==> src/rtl/mem_arbiter.sv <==
// Two-requester (IFU / LSU) round-robin arbiter in front of a single memory port.
// One transaction outstanding at a time: IDLE grants, REQ issues downstream, RESP waits.
module mem_arbiter #(
  parameter int ADDR_W = 64,
  parameter int DATA_W = 64
) (
  input  logic                clk,
  input  logic                rst,
  input  logic                if_req_valid,
  input  logic [ADDR_W-1:0]   if_req_addr,
  output logic                if_req_ready,
  output logic                if_resp_valid,
  output logic [DATA_W-1:0]   if_resp_rdata,
  input  logic                ls_req_valid,
  input  logic                ls_req_write,
  input  logic [ADDR_W-1:0]   ls_req_addr,
  input  logic [DATA_W-1:0]   ls_req_wdata,
  input  logic [DATA_W/8-1:0] ls_req_wmask,
  output logic                ls_req_ready,
  output logic                ls_resp_valid,
  output logic [DATA_W-1:0]   ls_resp_rdata,
  output logic                mem_req_valid,
  output logic                mem_req_write,
  output logic [ADDR_W-1:0]   mem_req_addr,
  output logic [DATA_W-1:0]   mem_req_wdata,
  output logic [DATA_W/8-1:0] mem_req_wmask,
  input  logic                mem_req_ready,
  input  logic                mem_resp_valid,
  input  logic [DATA_W-1:0]   mem_resp_rdata
);

  typedef enum logic [1:0] {
    S_IDLE = 2'd0,
    S_REQ  = 2'd1,
    S_RESP = 2'd2
  } state_t;

  state_t                r_state;
  state_t                w_next_state;
  logic                  w_grant_if;
  logic                  w_grant_ls;
  logic                  r_last_ls;
  logic                  r_owner_ls;
  logic                  r_write;
  logic [ADDR_W-1:0]     r_addr;
  logic [DATA_W-1:0]     r_wdata;
  logic [DATA_W/8-1:0]   r_wmask;
  logic                  r_if_resp_valid;
  logic [DATA_W-1:0]     r_if_resp_rdata;
  logic                  r_ls_resp_valid;
  logic [DATA_W-1:0]     r_ls_resp_rdata;

  // Grants are gated by rst so nothing looks accepted while reset is being sampled.
  always_comb begin
    w_next_state = r_state;
    w_grant_if   = 1'b0;
    w_grant_ls   = 1'b0;
    case (r_state)
      S_IDLE: begin
        if (rst) begin
          w_grant_if = if_req_valid && (!ls_req_valid || r_last_ls);
          w_grant_ls = ls_req_valid && !w_grant_if;
        end else begin
          w_grant_if = 1'b0;
          w_grant_ls = 1'b0;
        end
        if (w_grant_if || w_grant_ls) begin
          w_next_state = S_REQ;
        end else begin
          w_next_state = S_IDLE;
        end
      end
      S_REQ: begin
        if (mem_req_ready) begin
          w_next_state = S_RESP;
        end else begin
          w_next_state = S_REQ;
        end
      end
      S_RESP: begin
        if (mem_resp_valid) begin
          w_next_state = S_IDLE;
        end else begin
          w_next_state = S_RESP;
        end
      end
      default: begin
        w_next_state = S_IDLE;
      end
    endcase
  end

  always_ff @(posedge clk) begin
    if (!rst) begin
      r_state <= S_IDLE;
    end else begin
      r_state <= w_next_state;
    end
  end

  // IFU transactions are always reads with an empty mask.
  always_ff @(posedge clk) begin
    if (!rst) begin
      r_last_ls  <= 1'b1;
      r_owner_ls <= 1'b0;
      r_write    <= 1'b0;
      r_addr     <= '0;
      r_wdata    <= '0;
      r_wmask    <= '0;
    end else if (w_grant_if) begin
      r_last_ls  <= 1'b0;
      r_owner_ls <= 1'b0;
      r_write    <= 1'b0;
      r_addr     <= if_req_addr;
      r_wdata    <= '0;
      r_wmask    <= '0;
    end else if (w_grant_ls) begin
      r_last_ls  <= 1'b1;
      r_owner_ls <= 1'b1;
      r_write    <= ls_req_write;
      r_addr     <= ls_req_addr;
      r_wdata    <= ls_req_wdata;
      r_wmask    <= ls_req_wmask;
    end
  end

  always_ff @(posedge clk) begin
    if (!rst) begin
      r_if_resp_valid <= 1'b0;
      r_if_resp_rdata <= '0;
      r_ls_resp_valid <= 1'b0;
      r_ls_resp_rdata <= '0;
    end else begin
      r_if_resp_valid <= 1'b0;
      r_ls_resp_valid <= 1'b0;
      if ((r_state == S_RESP) && mem_resp_valid) begin
        if (r_owner_ls) begin
          r_ls_resp_valid <= 1'b1;
          r_ls_resp_rdata <= r_write ? '0 : mem_resp_rdata;
        end else begin
          r_if_resp_valid <= 1'b1;
          r_if_resp_rdata <= mem_resp_rdata;
        end
      end
    end
  end

  assign if_req_ready  = w_grant_if;
  assign ls_req_ready  = w_grant_ls;
  assign if_resp_valid = r_if_resp_valid;
  assign if_resp_rdata = r_if_resp_rdata;
  assign ls_resp_valid = r_ls_resp_valid;
  assign ls_resp_rdata = r_ls_resp_rdata;
  assign mem_req_valid = (r_state == S_REQ);
  assign mem_req_write = r_write;
  assign mem_req_addr  = r_addr;
  assign mem_req_wdata = r_wdata;
  assign mem_req_wmask = r_wmask;

endmodule

==> config.mk <==
export PLATFORM = sky130hd
export DESIGN_NAME = mem_arbiter
export DESIGN_NICKNAME = d
export VERILOG_FILES = /design/src/rtl/mem_arbiter.sv
export SDC_FILE = /design/constraint.sdc
export NUM_CORES = 1
export LEC_CHECK = 0
export ABC_CLOCK_PERIOD_IN_PS = 2500
export CAP_MARGIN = 10
export CORE_AREA = 5 5 206 208
export DETAILED_ROUTE_END_ITERATION = 16
export DIE_AREA = 0 0 211 213
export GPL_TIMING_DRIVEN = 0
export PLACE_DENSITY = 0.58
export SYNTH_ARGS = -nofsm -noshare
export SYNTH_HDL_FRONTEND = slang
export SYNTH_SLANG_ARGS = --single-unit
==> constraint.sdc <==
create_clock -name clk -period 2.5 [get_ports clk]
set_input_delay 0.5 -clock clk [delete_from_list [all_inputs] [get_ports clk]]
set_output_delay 0.5 -clock clk [all_outputs]
set_load 0.02 [all_outputs]
==> flow_summary_export.csv, run 1 <==
group,metric,value,unit
outcome,status,"complete, no violations",
synthesis,synth_seq_cells,271,
floorplan,fp.dieH,213,µm
timing,rsz0062_at_grt,"yes",
worst_setup_path,r2r-start,"r_last_ls",
floorplan,die-area,44900,µm²
synthesis,synth_nets,1281,
cts,cts_hold_buf,0,
synthesis,synth.mux.area_fraction,0,
power,ir_worst_vdd,436,µV
cells_and_area,nFillCells,4022,
synthesis,yosys.area_share.simple,0.143,
floorplan,row_count,74,
cells_and_area,drive_above_1_share,0.0653,
cts,cts_tree,"built",
global_route,grt_pass1_wl,63.9,mm
timing,period_share,0.976,
timing,relSlewSlack,0.455,
synthesis,yosysUniqueCellTypes,31,
routing,drt-initial-drc-count,620,
global_route,grt_overflow,0,
synthesis,synthCells,1010,
worst_setup_path,cp_data_arrival_time,1.94,ns
synthesis,synthTopCellsByArea,"dfxtp_1 (55%), a221o_1 (6.6%), a22o_1 (5.7%), nand2_1 (5.0%), a21boi_0 (4.9%)",
cells_and_area,final_cell_mix,"clkdlybuf4s50_1 (535), dfxtp_1 (270), nand2_1 (131), nand3_1 (74), a21oi_1 (74)",
synthesis,synth-xor-area-share,0,
routing,routed-via-count,10128,
cells_and_area,area_delta_synth_final,73.2,%
global_route,first_global_vias,10181,
synthesis,synth_compound_gate_area_share,0.253,
power,powerDensity,638,nW/µm²
routing,wirelength,43.6,mm
worst_setup_path,crit_type,"register to output pin",
placement,place_area,15800,µm²
synthesis,synth-seq-area-share,0.555,
synthesis,syn_area_per_cell,9.68,µm²
cts,clkTransAtPathRegs,0.06,ns
worst_hold_path,min_path_type,"input port to register",
cts,clk_latency,0.57,ns
timing,final.min_clock_period,2.44,ns
synthesis,ys_warn_count,0,
placement,hpwl,34.0,mm
cts,clk_path_buf_depth,3,
synthesis,synth_edf_count,0,
worst_setup_path,crit_fanout,10,
timing,hold_viol,0,
flow_run,cap_viol_max_count,0,
routing,ant_nets,0,
cells_and_area,final_common_cell,"clkdlybuf4s50_1",
routing,first_pass_iters,4,
power,leakage,0.00622,µW
floorplan,core_area,40400,µm²
worst_setup_path,cp-end-kind,"output pin",
timing,setup_tns,0,ns
synthesis,synth_fa_ha_area_frac,0,
global_route,grt_antenna_before_repair,6,
cells_and_area,final_nets,1856,
cts,htree_num_levels,1,
worst_setup_path,crit_start,"r_state[1]",
timing,finalSetupViolCount,0,
synthesis,synth_flop_cell,"dfxtp_1",
timing,final_max_slew_viol_count,0,
global_route,grt_max_degree,22,
global_route,grt_use_total,0.182,
cts,numCtsBuffers,31,
routing,via_per_inst,4.73,
synthesis,synthArstFlopShare,0,
floorplan,die_w,211,µm
timing,worst_pin_slew,0.814,ns
placement,io_buffers,540,
floorplan,start_util,0.242,
synthesis,yosys.area.top_type_share,0.555,
worst_hold_path,hold_start,"if_req_valid",
routing,drcViolationCount,0,
worst_setup_path,crit_required,2.00,ns
synthesis,synth_top_family_by_area,"compound AO/OA/AOI/OAI gates",
cells_and_area,postLayoutCellArea,16900,µm²
floorplan,ios,541,
timing,finClkSkew,0.0113,ns
routing,wl_per_cell,20.4,µm
worst_setup_path,cp-start-kind,"register",
timing,max_freq,410,MHz
placement,gp_congestion,0.885,
cts,root_buffer,"clkbuf_16",
synthesis,synth.cell_area,9780,µm²
cts,cts.sinks,271,
synthesis,yosys.area.top_type,"dfxtp_1",
[cells in the mapped netlist (5+ instances only)]
library cell,number
a21boi_0,64
a21oi_1,74
a221o_1,64
a22o_1,64
and3_1,64
buf_1,8
buf_2,34
buf_6,5
clkbuf_1,57
dfxtp_1,271
nand2_1,131
nand3_1,74
nor2_1,5
o21ai_0,73
[area by class of cell]
class	instances	area, µm²	area share
sequential	271	5430	0.320
clock inverter	12	118	0.00695
buffer	103	490	0.0290
clock buffer	44	905	0.0534
multi-input combinational	634	3880	0.229
tap	532	666	0.0393
timing repair buffer	544	5440	0.321
antenna	2	5.00	0.000296
[critical path: stages (launching register included)]
cell and delay, ns:
dfxtp_2 0.34, buf_6 0.14, or3b_4 0.39, nor3b_4 0.24, buf_6 0.15, buf_6 0.11
[path summary, 6_finish.rpt]
| path | end | cells past startpoint | slack [ns] |
|---|---|---|---|
| hold reg to reg | if_resp_rdata[34] | 2 | 0.46 |
| setup reg to reg | mem_req_wdata[55] | 6 | 0.34 |
| hold / removal | r_state[0] | 3 | 0.44 |
| setup / recovery | if_req_ready | 5 | 0.06 |
[flip-flops by register name, summed over array words and instances (netlist names)]
signal         count
if_resp_valid      1
mem_req_wdata     64
ls_resp_valid      1
if_resp_rdata     64
ls_resp_rdata     64
mem_req_wmask      8
mem_req_write      1
r_state            2
r_owner_ls         1
r_last_ls          1
mem_req_addr      64
[report_power, final]
part	internal, µW	switching [µW]	leakage [µW]
clock network	2710	1840	0.000513
logic	854	821	0.00351
registers	4480	95.7	0.00220
total	8040	2760	0.00622
[cells by family (layout without fill, tap and decap cells)]
logic type,count (synthesis),count (layout)
AOI/OAI and AO/OA,346,346
buffers and inverters,105,703
DFF,271,271
other,0,2
and+or+nand+nor,288,288
[what timing repair did]
| item | in CTS | in global routing |
|---|---|---|
| endpoints found under the setup margin | 3 | 5 |
| resized for setup | 22 | 6 |
| endpoints found under the hold margin | 0 | 0 |
| buffers inserted | 2 | 2 |
| pin swaps | 1 | 2 |
[per-layer routing]
metal	track usage	vias to the layer above	wire, µm
met5	0	-	40
met3	0.0708	71	4100
met1	0.215	4798	17200
met4	0.0552	6	1370
li1	-	4838	-
met2	0.307	415	20900
[per-stage QoR]
stage | hold WS (ns) | worst slack [ns] | util | total power, µW | std cells
floorplan | 0.494 | 0.463 | - | 5310 | 1010
global placement | 0.451 | -1.00 | 0.393 | 6330 | 2082
detailed placement | 0.457 | -1.03 | 0.393 | 6340 | 2082
CTS | 0.453 | -0.0306 | 0.419 | 11000 | 2138
global route | 0.441 | -0.0332 | 0.419 | 11200 | 2141
finish | 0.439 | 0.0597 | 0.419 | 10800 | 2142
(Power assumes the default switching activity.)
==> run 2, diff against run 1 <==
--- a/config.mk
+++ b/config.mk
@@ -11,7 +11,7 @@
 export DETAILED_ROUTE_END_ITERATION = 16
 export DIE_AREA = 0 0 211 213
 export GPL_TIMING_DRIVEN = 0
-export PLACE_DENSITY = 0.58
+export PLACE_DENSITY = 0.6
 export SYNTH_ARGS = -nofsm -noshare
 export SYNTH_HDL_FRONTEND = slang
 export SYNTH_SLANG_ARGS = --single-unit
==> flow_summary_export.csv, run 2 (synthesized netlist as in run 1, its figures left out) <==
group,metric,value,unit
timing,max_freq,415,MHz
worst_setup_path,r2r-start,"r_state[1]",
routing,wirelength,43.6,mm
global_route,grt_pass1_wl,63.7,mm
timing,worst_pin_slew,0.772,ns
timing,fin_hold_ws,0.412,ns
worst_hold_path,min_path_type,"input port to register",
floorplan,core_area,40400,µm²
power,powerDensity,650,nW/µm²
worst_setup_path,crit_required,2.00,ns
global_route,grt_overflow,0,
power,leakage,0.00627,µW
power,power,11100,µW
outcome,status,"complete, no violations",
timing,finalSetupViolCount,0,
routing,drcViolationCount,0,
cts,htree_num_levels,1,
timing,hold_viol,0,
routing,wl_per_cell,20.3,µm
placement,pre_cts_ws,-1.01,ns
placement,io_buffers,540,
worst_setup_path,path_delay_family,"simple AND/OR/NAND/NOR gates",
cts,cts_tree,"built",
worst_setup_path,cp-start-kind,"register",
timing,worst_slack,0.0895,ns
worst_setup_path,crit_buf_inv,3,
cts,root_buffer,"clkbuf_16",
routing,first_pass_iters,7,
cells_and_area,final_nets,1863,
floorplan,row_count,74,
floorplan,die_w,211,µm
global_route,use_met2,0.298,
timing,final.min_clock_period,2.41,ns
floorplan,start_util,0.242,
timing,finClkSkew,0.0131,ns
worst_setup_path,crit_start,"r_state[1]",
global_route,grt_use_total,0.181,
routing,via_per_inst,4.71,
placement,gp_congestion,0.883,
timing,relSlewSlack,0.483,
global_route,first_global_vias,10297,
worst_setup_path,crit_slowest_cell,"or3b_4",
worst_setup_path,cp-end-kind,"output pin",
flow_run,cap_viol_max_count,0,
power,ir_worst_vdd,385,µV
routing,drt-initial-drc-count,542,
global_route,grt_antenna_before_repair,4,
cells_and_area,nFillCells,4043,
cts,cts.sinks,271,
cells_and_area,final_cell_mix,"clkdlybuf4s50_1 (536), dfxtp_1 (269), nand2_1 (131), nand3_1 (74), a21oi_1 (74)",
worst_setup_path,crit_top_cell,"buf_6",
timing,final_max_slew_viol_count,0,
worst_setup_path,critPathMaxStageDelay,0.40,ns
worst_setup_path,crit_type,"register to output pin",
cts,clk_path_buf_depth,3,
cts,clk_latency,0.55,ns
floorplan,ios,541,
cells_and_area,area_delta_synth_final,74.4,%
floorplan,die-area,44900,µm²
worst_setup_path,rrSetupSlack,0.24,ns
timing,period_share,0.964,
cts,numCtsBuffers,31,
worst_setup_path,crit_fanout,10,
routing,routed-via-count,10116,
cells_and_area,drive_above_1_share,0.0724,
worst_setup_path,path_cells,"buf_6 -> or3b_4 -> nor3b_4 -> buf_6 -> buf_6",
cts,clkTransAtPathRegs,0.06,ns
worst_hold_path,hold_start,"if_req_valid",
cts,cts_hold_buf,0,
placement,hpwl,33.3,mm
floorplan,fp.dieH,213,µm
routing,ant_nets,0,
worst_setup_path,cp_data_arrival_time,1.91,ns
global_route,busiest_layer,"met2",
cells_and_area,final_common_cell,"clkdlybuf4s50_1",
global_route,use_met3,0.0569,
global_route,gr-usage-met1,0.225,
global_route,grt_max_degree,15,
## run 2: power breakdown
part           leakage [µW]  switching [µW]  total, µW  internal [µW]
Clock              0.000535            1890       4810           2920
Sequential          0.00220            97.0       4580           4480
Combinational       0.00354             835       1700            867
## run 2: metrics by stage
stage,cell area [µm²],TNS (ns),std cells,util
after detailed placement,15800,-67.40,2082,0.393
after floorplan,9780,0,1010,-
after global routing,17000,-0.00629,2148,0.422
after CTS,17000,0,2146,0.422
final,17100,0,2150,0.422
after global placement,15800,-57.51,2082,0.393
## run 2: cell type report
cell class | count | area [µm²] | share of cell area
repair buffers | 550 | 5480 | 0.322
flip-flops and latches | 271 | 5430 | 0.319
multi-input cells | 635 | 3890 | 0.228
clock buffers | 38 | 852 | 0.0500
well taps | 532 | 666 | 0.0390
plain buffers | 103 | 492 | 0.0288
clock inverters | 18 | 224 | 0.0131
diodes | 3 | 7.51 | 0.000440
## run 2: tightest hold or removal path: stages
cell and delay, ns:
dlymetal6s2s_1 0.16, nor3_1 0.17, nor4bb_1 0.09
## run 2: worst paths after layout
path | endpoint | cells past startpoint
min reg2reg | if_resp_rdata[31] | 2
max reg2reg | mem_req_wdata[55] | 8
max | if_req_ready | 5
min | r_state[0] | 3
## run 2: what timing repair did
action,in CTS,in global routing
setup endpoints to repair,10,3
gates cloned,1,0
endpoints found under the hold margin,0,0
buffers inserted,9,1
pin swaps,2,1
gates resized for setup,26,1
## run 2: routing by layer
metal | vias to the layer above | routed length (µm)
met5 | - | 32
met4 | 4 | 1320
met3 | 70 | 3760
met2 | 455 | 20200
met1 | 4727 | 18300
li1 | 4860 | -
==> run 3, diff against run 2 <==
--- a/config.mk
+++ b/config.mk
@@ -12,6 +12,7 @@
 export DIE_AREA = 0 0 211 213
 export GPL_TIMING_DRIVEN = 0
 export PLACE_DENSITY = 0.6
+export SETUP_SLACK_MARGIN = 0.15
 export SYNTH_ARGS = -nofsm -noshare
 export SYNTH_HDL_FRONTEND = slang
 export SYNTH_SLANG_ARGS = --single-unit
==> constraint.sdc (replaced) <==
create_clock -name clk -period 2.5 [get_ports clk]
set_input_delay 0.25 -clock clk [delete_from_list [all_inputs] [get_ports clk]]
set_output_delay 0.25 -clock clk [all_outputs]
set_load 0.02 [all_outputs]
==> flow_summary_export.csv, run 3 (synthesized netlist as in run 1, its figures left out) <==
group,metric,value,unit
routing,drcViolationCount,0,
floorplan,die_w,211,µm
floorplan,start_util,0.242,
floorplan,die-area,44900,µm²
floorplan,core_area,40400,µm²
routing,wl_per_cell,20.1,µm
cells_and_area,final_common_cell,"clkdlybuf4s50_1",
timing,relSlewSlack,0.488,
placement,io_buffers,540,
worst_setup_path,cp-end-kind,"output pin",
timing,worst_pin_slew,0.765,ns
routing,routed-via-count,10047,
power,power,11100,µW
cts,clk_latency,0.55,ns
routing,ant_nets,0,
power,p_sw,2800,µW
cts,cts.sinks,271,
cells_and_area,nFillCells,4050,
routing,drt-initial-drc-count,529,
cells_and_area,regArea,5430,µm²
floorplan,ios,541,
cts,root_buffer,"clkbuf_16",
cts,numCtsBuffers,31,
global_route,gr-usage-met1,0.223,
worst_setup_path,crit_slowest_cell,"or3b_4",
flow_run,cap_viol_max_count,0,
outcome,status,"complete, no violations",
power,intPower,8260,µW
global_route,grt_use_total,0.179,
global_route,busiest_layer,"met2",
global_route,grt_antenna_before_repair,4,
timing,rsz0062_at_grt,"yes",
cells_and_area,final_cell_mix,"clkdlybuf4s50_1 (538), dfxtp_1 (271), nand2_1 (131), nand3_1 (74), a21oi_1 (74)",
cts,clkTransAtPathRegs,0.06,ns
timing,final_max_slew_viol_count,0,
global_route,grt_max_degree,15,
power,powerDensity,652,nW/µm²
worst_setup_path,path_cells,"clkbuf_4 -> or3b_4 -> nor3b_4 -> buf_6 -> buf_2",
global_route,first_global_vias,10243,
routing,via_per_inst,4.69,
routing,first_pass_iters,5,
worst_setup_path,crit_fanout,10,
routing,wirelength,43.1,mm
placement,hpwl,33.3,mm
power,leakage,0.00622,µW
worst_setup_path,critPathMaxStageDelay,0.43,ns
global_route,grt_overflow,0,
timing,final.min_clock_period,2.28,ns
worst_setup_path,cp_data_arrival_time,2.03,ns
timing,fin_hold_ws,0.253,ns
global_route,grt_pass1_wl,63.2,mm
cells_and_area,area_delta_synth_final,73.5,%
power,p_sw_frac,0.253,
worst_setup_path,cp-start-kind,"register",
cells_and_area,multi_input_area,3880,µm²
power,comb_power_share,0.152,
cts,cts_tree,"built",
global_route,use_met2,0.294,
timing,period_share,0.914,
power,power_frac_seq,0.414,
cts,clk_path_buf_depth,3,
cells_and_area,drive_above_1_share,0.0672,
cts,htree_num_levels,1,
global_route,use_met3,0.0567,
worst_hold_path,min_path_type,"input port to register",
power,ir_worst_vdd,386,µV
cts,cts_hold_buf,0,
floorplan,row_count,74,
timing,finClkSkew,0.0113,ns
power,p_clk_frac,0.435,
timing,max_freq,438,MHz
timing,hold_viol,0,
cells_and_area,final_nets,1856,
timing,finalSetupViolCount,0,
worst_setup_path,crit_required,2.25,ns
placement,gp_congestion,0.883,
worst_setup_path,crit_type,"register to output pin",
floorplan,fp.dieH,213,µm
[run 3: cell count changes in the layout (fill, tap and decap cells not counted), sizes merged]
cell | previous run | this run
buf | 59 | 51
clkdlybuf4s15 | 1 | 0
clkbuf | 93 | 96
dlygate4sd2 | 1 | 0
or3b | 3 | 2
dlymetal6s2s | 1 | 0
diode | 3 | 1
clkdlybuf4s50 | 536 | 538
[run 3: layer usage]
| metal | vias to the layer above | part of all wire |
|---|---|---|
| met5 | - | 0.0012 |
| met3 | 71 | 0.086 |
| met1 | 4688 | 0.42 |
| met2 | 449 | 0.46 |
| li1 | 4833 | - |
| met4 | 6 | 0.030 |
[run 3: critical path, delay by kind of cell, from the launching register on]
family,cells,cell delay [ns]
simple gates,2,0.64
flops,1,0.33
buf+inv,3,0.49
[run 3: repair_timing]
item / in CTS / in global routing
gates resized for setup: 16 / 7
pin swaps: 1 / 1
endpoints found under the setup margin: 62 / 12
setup buffers: 2 / 0
[run 3: final timing paths]
kind,startpoint,to,slack [ns],cells after the start
hold reg to reg,if_resp_rdata[31],if_resp_rdata[31],0.46,2
setup / recovery,r_state[1],if_req_ready,0.22,5
hold / removal,ls_req_wdata[17],mem_req_wdata[17],0.25,3
setup reg to reg,r_state[1],mem_req_addr[41],0.38,5
[run 3: through the flow]
step / setup TNS (ns) / setup WS (ns) / instance area [µm²] / util / cells
after CTS: 0 / 0.0242 / 17000 / 0.420 / 2140
final: 0 / 0.216 / 17000 / 0.420 / 2141
after detailed placement: -22.17 / -0.510 / 15800 / 0.393 / 2082
after global placement: -15.02 / -0.488 / 15800 / 0.393 / 2082
after global routing: 0 / 0.0810 / 17000 / 0.420 / 2141
after floorplan: 0 / 0.876 / 9780 / - / 1010
[run 3: area by class of cell]
type                       instances  share of cell area
clock buffer                      38              0.0502
timing repair buffer             542               0.319
clock inverter                    18              0.0132
buffer                           105              0.0293
multi-input combinational        634               0.229
sequential                       271               0.320
tap                              532              0.0392
antenna                            1            0.000148
[run 3: power by group through the flow]
stage	registers, µW	clock network, µW	logic [µW]
2_1_floorplan	4840	0	469
3_3_place_gp	4670	0	1670
3_5_place_dp	4670	0	1670
4_1_cts	4580	4960	1690
5_1_grt	4590	5120	1790
6_report	4580	4810	1680
